==> src/rtl/csa_accum_n_pkg.sv <==
// Shared definitions for the iterative carry-save accumulator.
//   state_e       : FSM state encoding (IDLE / ACCUM / DONE)
//   DefaultWidth  : default datapath width
//   DefaultCntW   : default width of the iteration-count input
package csa_accum_n_pkg;

  localparam int unsigned DefaultWidth = 64;
  localparam int unsigned DefaultCntW  = 3;

  typedef enum logic [1:0] {
    StIdle  = 2'b00,
    StAccum = 2'b01,
    StDone  = 2'b10
  } state_e;

endpackage

==> src/rtl/csa_accum_n_comp42_row.sv <==
// Combinational row of 4:2 compressors with an internal ci/cout ripple of one bit.
// Reduces four WIDTH-bit words to a redundant sum/carry pair, modulo 2^WIDTH.
//   a_i, b_i  : new partial-product rows
//   s_i, c_i  : held sum / carry words
//   sum_o     : new sum word (S0 of every cell)
//   carry_o   : new carry word ({S1[WIDTH-2:0], 1'b0})
module csa_accum_n_comp42_row #(
  parameter int unsigned WIDTH = 64
) (
  input  logic [WIDTH-1:0] a_i,
  input  logic [WIDTH-1:0] b_i,
  input  logic [WIDTH-1:0] s_i,
  input  logic [WIDTH-1:0] c_i,
  output logic [WIDTH-1:0] sum_o,
  output logic [WIDTH-1:0] carry_o
);

  logic [WIDTH-1:0] t;
  logic [WIDTH-1:0] ci;
  // The top cell's cout and S1 fall outside the modulus, so they are never built.
  logic [WIDTH-2:0] cout;
  logic [WIDTH-2:0] s1;

  assign ci[0] = 1'b0;

  for (genvar i = 0; i < WIDTH; i++) begin : g_cell
    // First full adder over a,b,s: its carry is cout, which never depends on ci.
    assign t[i]     = a_i[i] ^ b_i[i] ^ s_i[i];
    // Second full adder folds in c and the neighbour's cout.
    assign sum_o[i] = t[i] ^ c_i[i] ^ ci[i];
    if (i != WIDTH - 1) begin : g_upper
      assign cout[i]  = (a_i[i] & b_i[i]) | (a_i[i] & s_i[i]) | (b_i[i] & s_i[i]);
      assign s1[i]    = (t[i] & c_i[i]) | (t[i] & ci[i]) | (c_i[i] & ci[i]);
      assign ci[i+1]  = cout[i];
    end
  end

  assign carry_o = {s1, 1'b0};

endmodule

==> src/rtl/csa_accum_n.sv <==
// Iterative carry-save accumulator. Each accepted beat compresses two new partial-product
// rows into the held sum/carry pair; after n_iter_i beats the redundant result is offered
// to the final carry-propagate adder.
//   nGCLK, nRESET         : clock (rising edge), asynchronous active-low reset
//   start_i, n_iter_i     : begin an operation with the given beat count (IDLE only)
//   init_sum_i/carry_i    : initial redundant value (MLA accumulator, else 0)
//   abort_i               : synchronous abort back to IDLE, highest priority
//   pp_valid_i/ready_o    : partial-product beat handshake, rows pp_a_i / pp_b_i
//   out_valid_o/ready_i   : result handshake, result on sum_o / carry_o
//   busy_o                : high whenever not IDLE
module csa_accum_n
  import csa_accum_n_pkg::*;
#(
  parameter int unsigned WIDTH = DefaultWidth,
  parameter int unsigned CNT_W = DefaultCntW
) (
  input  logic             nGCLK,
  input  logic             nRESET,
  input  logic             start_i,
  input  logic [CNT_W-1:0] n_iter_i,
  input  logic [WIDTH-1:0] init_sum_i,
  input  logic [WIDTH-1:0] init_carry_i,
  input  logic             abort_i,
  input  logic             pp_valid_i,
  input  logic [WIDTH-1:0] pp_a_i,
  input  logic [WIDTH-1:0] pp_b_i,
  output logic             pp_ready_o,
  output logic             out_valid_o,
  input  logic             out_ready_i,
  output logic [WIDTH-1:0] sum_o,
  output logic [WIDTH-1:0] carry_o,
  output logic             busy_o
);

  state_e           state_q, state_d;
  logic [CNT_W-1:0] count_q, count_d;
  logic [WIDTH-1:0] sum_q, sum_d;
  logic [WIDTH-1:0] carry_q, carry_d;
  logic [WIDTH-1:0] comp_sum;
  logic [WIDTH-1:0] comp_carry;

  csa_accum_n_comp42_row #(
    .WIDTH (WIDTH)
  ) u_row (
    .a_i     (pp_a_i),
    .b_i     (pp_b_i),
    .s_i     (sum_q),
    .c_i     (carry_q),
    .sum_o   (comp_sum),
    .carry_o (comp_carry)
  );

  always_comb begin
    state_d = state_q;
    count_d = count_q;
    sum_d   = sum_q;
    carry_d = carry_q;

    if (abort_i) begin
      // Abort keeps the partial result visible but forgets the operation.
      state_d = StIdle;
      count_d = '0;
    end else begin
      unique case (state_q)
        StIdle: begin
          if (start_i) begin
            sum_d   = init_sum_i;
            carry_d = init_carry_i;
            count_d = n_iter_i;
            state_d = (n_iter_i != '0) ? StAccum : StDone;
          end
        end
        StAccum: begin
          if (pp_valid_i) begin
            sum_d   = comp_sum;
            carry_d = comp_carry;
            if (count_q != '0) begin
              count_d = count_q - CNT_W'(1);
            end
            if (count_q <= CNT_W'(1)) begin
              state_d = StDone;
            end
          end
        end
        StDone: begin
          if (out_ready_i) begin
            state_d = StIdle;
          end
        end
        default: begin
          state_d = StIdle;
          count_d = '0;
        end
      endcase
    end
  end

  always_ff @(posedge nGCLK or negedge nRESET) begin
    if (!nRESET) begin
      state_q <= StIdle;
      count_q <= '0;
      sum_q   <= '0;
      carry_q <= '0;
    end else begin
      state_q <= state_d;
      count_q <= count_d;
      sum_q   <= sum_d;
      carry_q <= carry_d;
    end
  end

  always_comb begin
    pp_ready_o  = (state_q == StAccum) && !abort_i;
    out_valid_o = (state_q == StDone);
    busy_o      = (state_q != StIdle);
    sum_o       = sum_q;
    carry_o     = carry_q;
  end

endmodule

==> config.mk <==
export PLATFORM = sky130hd
export DESIGN_NAME = csa_accum_n
export DESIGN_NICKNAME = d
export VERILOG_FILES = /design/src/rtl/csa_accum_n_pkg.sv /design/src/rtl/csa_accum_n_comp42_row.sv /design/src/rtl/csa_accum_n.sv
export SDC_FILE = /design/constraint.sdc
export NUM_CORES = 1
export LEC_CHECK = 0
export CAP_MARGIN = 10
export CELL_PAD_IN_SITES_DETAIL_PLACEMENT = 0
export CELL_PAD_IN_SITES_GLOBAL_PLACEMENT = 1
export CORE_UTILIZATION = 31
export CTS_CLUSTER_SIZE = 30
export DETAILED_ROUTE_END_ITERATION = 6
export PLACE_DENSITY = 0.8
export SLEW_MARGIN = 20
export SYNTH_ARGS = -nofsm -noshare
export SYNTH_HDL_FRONTEND = slang
export SYNTH_SLANG_ARGS = --single-unit
==> constraint.sdc <==
create_clock -name nGCLK -period 1.7 [get_ports nGCLK]
set_input_delay 0.34 -clock nGCLK [delete_from_list [all_inputs] [get_ports nGCLK]]
set_output_delay 0.34 -clock nGCLK [all_outputs]
set_load 0.005 [all_outputs]
==> run metrics, run 1 <==
Tot Pwr between 0.02 and 0.025 W; WL per Instance approximately 19 um; Clk network pwr share 16.6%; Final Cycle Share 104%; Max IR drop VDD ~0.66 mV; FF+latch count, synth 133; pin count of the biggest net entering global routing 67; Setup Skew ~0.016 ns; Startpoint Class register; Die H between 150 and 200 um; Initial Utilization 31.5%; sw power between 0.008 and 0.009 W; DRC Markers 0; synth warn 0; share of cells above drive strength 1 17.0%; final wirelength roughly 34,000 um; DIE WIDTH 170 um; post-synthesis sequential area ratio 38.2%; Layout fillers ~2,500; Reg power frac about a quarter; worst slack, placed -0.500 ns; Sw Ratio between 30% and 40%; GRT overflow 0; hold_ws 0.260 ns; crit path DAT 2.10 ns; initial antenna violation count 1; top_reg_cell synth dfrtp_1; clk buf depth 2; Mapped Cells between 800 and 900; Max-Cap Viols 0; Final Hold Vio Count 0; Iter 0 DRT Violations roughly 550; clock sinks about 130; I/O pin count about 400; Mapped Avg Cell Area ~9.9 um2; CP Data Required Time 2.03 ns; ANT cells 0; area of the core approximately 28,000 um2; PwrDens about 1500 nW/um2; antenna violation net count after detailed routing 0; Slew HR just over 70%; Post-synth EDFFs 0; vias in the first global route ~8,700; GRT Total Usage a little over a fifth; Tightest Pin Transition between 0.4 and 0.5 ns; critical path cell sequence fa_2, fa_1, nand2_1, a31oi_1; CP endpoint kind register; RSZ-0062 raised after global routing yes; GR peak layer met2; CTS Buf Count 17; f_max 0.567 GHz; Slowest-stage cell, CP fa_2; first-pass GRT wire length about 48,000 um; crit-path max FO 3; num rows a little over 60; Worst-Skew Late Latency ~0.42 ns; Worst path max stage delay ~0.52 ns; H-tree levels 4; leakage between 6 and 7 nW; met1 usage 27.7%; max-slew violation count 0; mean number of vias per cell between 4 and 5; Worst-path clk slew roughly 0.070 ns; multi-input logic area just over 5000 um2; met2 GRT Util a little over a third; synthesized area a little under 9000 um2; Final setup violation count 24; combinational cell fraction of total power roughly 58%; final worst setup slack -0.0636 ns; Die ar. between 20,000 and 30,000 um2; failing checks negative setup slack; Mapped Nets about 1,300; status finished, violations left; met3 GRT Util between 5 and 6%; Internal between 0.01 and 0.015 W; Post-synth ARST share 100%; Hold Path Class in -> async; CTS tree built; IO buf count 395; gpl congestion 0.833; CTS root buf clkbuf_16; sequential cell area 3340 um2; total vias in the final route between 8,000 and 9,000; DP HPWL 23,600 um; synth-to-layout area growth 79.2%; Yosys cell types 31; fin crit period 1.76 ns; 1st-pass router iterations 5; Nets about 1,800; critical path type reg -> reg; FF-to-FF path depth 4
cell usage after synthesis (2+ instances only):
cell type | n | share of area [%]
nand2_1 | 255 | 11
dfrtp_1 | 133 | 38
nor2_1 | 131 | 5.6
a31oi_1 | 126 | 9.0
fa_1 | 125 | 29
buf_2 | 38 | 2.2
clkbuf_1 | 20 | 0.86
inv_1 | 5 | 0.22
a21oi_1 | 4 | 0.23
a2bb2oi_1 | 4 | 0.40
ha_1 | 4 | 0.57
nand2b_1 | 4 | 0.29
o21ai_0 | 4 | 0.23
nand3b_1 | 3 | 0.26
nor2b_1 | 3 | 0.22
xnor2_1 | 3 | 0.30
mux2i_1 | 2 | 0.23
nor3_1 | 2 | 0.11
o22ai_1 | 2 | 0.14
or2_2 | 2 | 0.14
routing by layer:
metal | vias up | wire length [um]
li1 | 3995 | -
met1 | 4258 | 14100
met2 | 316 | 16800
met3 | 44 | 2060
met4 | 2 | 671
met5 | - | 13
power by group through the flow:
| stage | sequential [W] | combinational (W) | clock (W) |
|---|---|---|---|
| 2_1_floorplan | 0.00620 | 0.00535 | 0 |
| 3_3_place_gp | 0.00626 | 0.0121 | 0 |
| 3_5_place_dp | 0.00629 | 0.0123 | 0 |
| 4_1_cts | 0.00593 | 0.0131 | 0.00401 |
| 5_1_grt | 0.00610 | 0.0154 | 0.00413 |
| 6_report | 0.00593 | 0.0137 | 0.00391 |
registers in the layout, summed over array words and instances (netlist names):
name and flops:
state_q 2, sum_o 64, carry_o 64, count_q 3
cell type report:
type / count / area share, %
multi-input combinational: 683 / 32.9
tap: 378 / 3.03
inverter: 5 / 0.120
clock inverter: 13 / 1.11
timing repair buffer: 579 / 38.6
clock buffer: 19 / 2.77
sequential: 133 / 21.4
critical path: cells and delay by family (launching register included):
kind	cells	cell delay, ns
flip-flops	1	0.44
AO/OA/AOI/OAI	1	0.15
adder cells (fa/ha/maj)	2	1.04
AND/OR/NAND/NOR	1	0.05
worst paths after layout:
check / from / slack [ns] / end
max: sum_o[2]$_DFFE_PN0P_ / -0.06 / sum_o[2]$_DFFE_PN0P_
min: nRESET / 0.26 / sum_o[37]$_DFFE_PN0P_
max reg2reg: sum_o[2]$_DFFE_PN0P_ / -0.06 / sum_o[2]$_DFFE_PN0P_
min reg2reg: carry_o[0]$_DFFE_PN0P_ / 0.53 / carry_o[0]$_DFFE_PN0P_
max in group asynchronous: nRESET / 0.83 / state_q[0]$_DFFE_PN0P_
min in group nGCLK: init_carry_i[22] / 0.48 / carry_o[22]$_DFFE_PN0P_
cell usage in the layout, fill, tap and decap left out, types with 4 or more instances in the layout:
master and instances:
a21oi_1 4, a2bb2oi_1 4, a31oi_1 126, buf_12 16
buf_4 123, buf_6 14, buf_8 5, clkbuf_16 40
clkdlybuf4s50_1 287, clkinvlp_4 4, dfrtp_1 123, dfrtp_2 10
dlygate4sd2_1 78, dlymetal6s2s_1 23, fa_1 121, fa_2 4
ha_1 4, inv_1 5, inv_6 4, nand2_1 254
nor2_1 131, o21ai_0 4
cell families after synthesis:
group,after synthesis,synth area share [%]
XOR/XNOR,3,0.302
AO/OA/AOI/OAI,145,10.5
adder cells (fa/ha/maj),129,29.3
flip-flops,133,38.2
AND/OR/NAND/NOR,403,18.0
multiplexers,3,0.359
buffers and inverters,65,3.39
per-stage QoR:
stage          TNS (ns)  cells  area [um2]  util [%]
2_1_floorplan         0    881        8710         -
3_3_place_gp     -43.61   1686       13800      49.8
3_5_place_dp     -45.88   1686       13800      49.8
4_1_cts          -0.209   1774       14800      53.4
5_1_grt           -5.14   1810       15600      56.4
6_report         -0.369   1810       15600      56.4
repair_timing:
action,CTS,global route
buffers inserted,54,14
hold buffers,1,0
endpoints found under the setup margin,146,138
endpoints found under the hold margin,133,0
pin swaps,24,65
cloned,1,23
resized for setup,105,59
No activity file was read; power rests on OpenSTA's default activity.
==> inputs of run 2 (changes only) <==
==> constraint.sdc (replaced) <==
create_clock -name nGCLK -period 1.7 [get_ports nGCLK]
set_input_delay 0.34 -clock nGCLK [delete_from_list [all_inputs] [get_ports nGCLK]]
set_output_delay 0.34 -clock nGCLK [all_outputs]
set_load 0.05 [all_outputs]
==> run 2 against run 1 <==
Effect of this change:
- sequential share of layout area increased by 1.2 points
- combinational power increased by 31%
- wire length decreased by 3.9%
- the flow still finishes with violations (negative setup slack)
- highest routed layer is now met4
==> run metrics, run 2 (synthesized netlist as in run 1, its figures left out) <==
gpl congestion 0.850 (+2.1%); I/O pin count 396 (unchanged); commonest non-fill, non-tap cells in the layout 258 x clkdlybuf4s50_1, 255 x nand2_1, 200 x buf_4; share of cells above drive strength 1 29.7% (+13 points); vias in the first global route 8,365 (-3.3%); CTS root buf clkbuf_16; CTS Buf Count 17 (unchanged); final wirelength 32,400 um (-3.9%); max-slew violation count 0 (unchanged); most common cell after layout, fill and taps aside clkdlybuf4s50_1; 1st-pass router iterations 4 (-1); Max IR drop VDD 0.921 mV (+39%); Startpoint Class register; Tightest Pin Transition 0.376 ns (-0.0447 ns); total vias in the final route 8,410 (-2.4%); GRT Total Usage 21.3% (-0.36 points); Final Hold Vio Count 0 (unchanged); Slew HR 74.9% (+3.0 points); setup TNS -0.240 ns (+0.129 ns); Iter 0 DRT Violations 394 (-29%); f_max 0.566 GHz (-0.13%); Die ar. 28,800 um2 (unchanged); Slowest-stage cell, CP fa_1; RSZ-0062 raised after global routing yes; CP Data Required Time 2.02 ns (about the same); Worst-Skew Late Latency 0.42 ns (about the same); IO buf count 395 (unchanged); CTS tree built; Nets 1,759 (-3.0%); pin count of the biggest net entering global routing 56 (-16%); DP HPWL 23,600 um (+0.19%); area of the core 27,700 um2 (unchanged); DIE WIDTH 170 um (unchanged); PwrDens 1860 nW/um2 (+23%); final worst setup slack -0.0658 ns (-0.00223 ns); fin crit period 1.77 ns (+0.00223 ns); crit-path max FO 2 (-1); Worst-path clk slew 0.07 ns (about the same); WL per Instance 18.4 um (-1.0%); Layout fillers 2,459 (-0.041%); Initial Utilization 31.5% (unchanged); mean number of vias per cell 4.79 (+0.57%); clk buf depth 2 (unchanged); num rows 61 (unchanged); Max-Cap Viols 0 (unchanged); DRC Markers 0 (unchanged); Post-Layout Cell Count 1,757 (-2.9%); status finished, violations left; Final setup violation count 11 (-54%); leakage 6.22 nW (-6.6%); worst slack, placed -0.484 ns (+0.0163 ns); synth-to-layout area growth 73.3%; Worst path max stage delay 0.54 ns (+0.02 ns); critical path type reg -> reg; CP endpoint kind register; dpl cells 1,675 (-0.65%); multi-input logic area 5320 um2 (+3.3%); initial antenna violation count 1 (unchanged); first-pass GRT wire length 46,700 um (-1.9%); crit path DAT 2.08 ns (-0.02 ns); antenna violation net count after detailed routing 0 (unchanged); clock sinks 133 (unchanged); Final Cycle Share 104% (+0.13 points); failing checks negative setup slack; H-tree levels 4 (unchanged); Die H 170 um (unchanged); sequential cell area 3410 um2 (+2.0%); GRT overflow 0 (unchanged); critical path cell sequence fa_1, fa_1, nand2_1, a31oi_1; Setup Skew 0.00890 ns (-0.00695 ns); cell mode on critical path fa_1; Hold Path Class in -> async; fin util 54.5% (-1.9 points)
[run 2: layout make-up]
class	count	area share, %
clock inverter	14	0.845
timing repair buffer	525	35.3
tap	378	3.13
antenna	1	0.0166
clock buffer	18	2.84
inverter	5	0.124
sequential	133	22.6
multi-input combinational	683	35.2
[run 2: worst paths after layout]
path	slack (ns)	startpoint	cells after the start	endpoint
worst max-delay path	-0.07	sum_o[46]$_DFFE_PN0P_	4	sum_o[47]$_DFFE_PN0P_
min in group nGCLK	0.47	init_sum_i[40]	3	sum_o[40]$_DFFE_PN0P_
max in group asynchronous	0.71	nRESET	3	sum_o[47]$_DFFE_PN0P_
worst min register to register	0.53	carry_o[0]$_DFFE_PN0P_	2	carry_o[0]$_DFFE_PN0P_
worst min-delay path	0.38	nRESET	2	sum_o[35]$_DFFE_PN0P_
worst max register to register	-0.07	sum_o[46]$_DFFE_PN0P_	4	sum_o[47]$_DFFE_PN0P_
[run 2: where the power goes]
part / internal (W) / switching (W) / total, W
registers: 0.00478 / 0.00170 / 0.00648
clock network: 0.00203 / 0.00161 / 0.00364
logic: 0.00728 / 0.0106 / 0.0179
total: 0.0141 / 0.0139 / 0.0280
[run 2: metal layers]
metal	GRT usage (%)	vias up	share of wire, %
met4	7.79	0	2.5
met5	0	-	0
met3	4.99	47	5.8
met1	26.9	4200	42
met2	35.3	284	50
li1	-	3879	-
[run 2: timing repair]
action,CTS,global route
gates resized for setup,8,86
cloned,0,16
endpoints found under the hold margin,27,0
setup buffers,10,23
pin swaps,33,55
endpoints found under the setup margin,27,129
hold buffers,1,0
[run 2: stage by stage]
stage	cell area, um2	power, W	hold slack (ns)
after floorplan	8800	0.0167	0.0444
after global placement	13600	0.0232	0.273
after detailed placement	13600	0.0234	0.270
after CTS	14200	0.0273	0.378
after global routing	15100	0.0300	0.394
final	15100	0.0280	0.385
[run 2: critical path: cells and delay by family, from the launching register on]
family / cells / cell delay (ns)
flip-flops: 1 / 0.42
AND/OR/NAND/NOR: 1 / 0.06
adder cells (fa/ha/maj): 2 / 0.98
AO/OA/AOI/OAI: 1 / 0.22
==> inputs of run 3 (changes only) <==
CAP_MARGIN = 40   (was 10)
SLEW_MARGIN = default   (was 20)
==> results of run 3 <==
Final layout, timing and power as in run 2 (identical DEF).
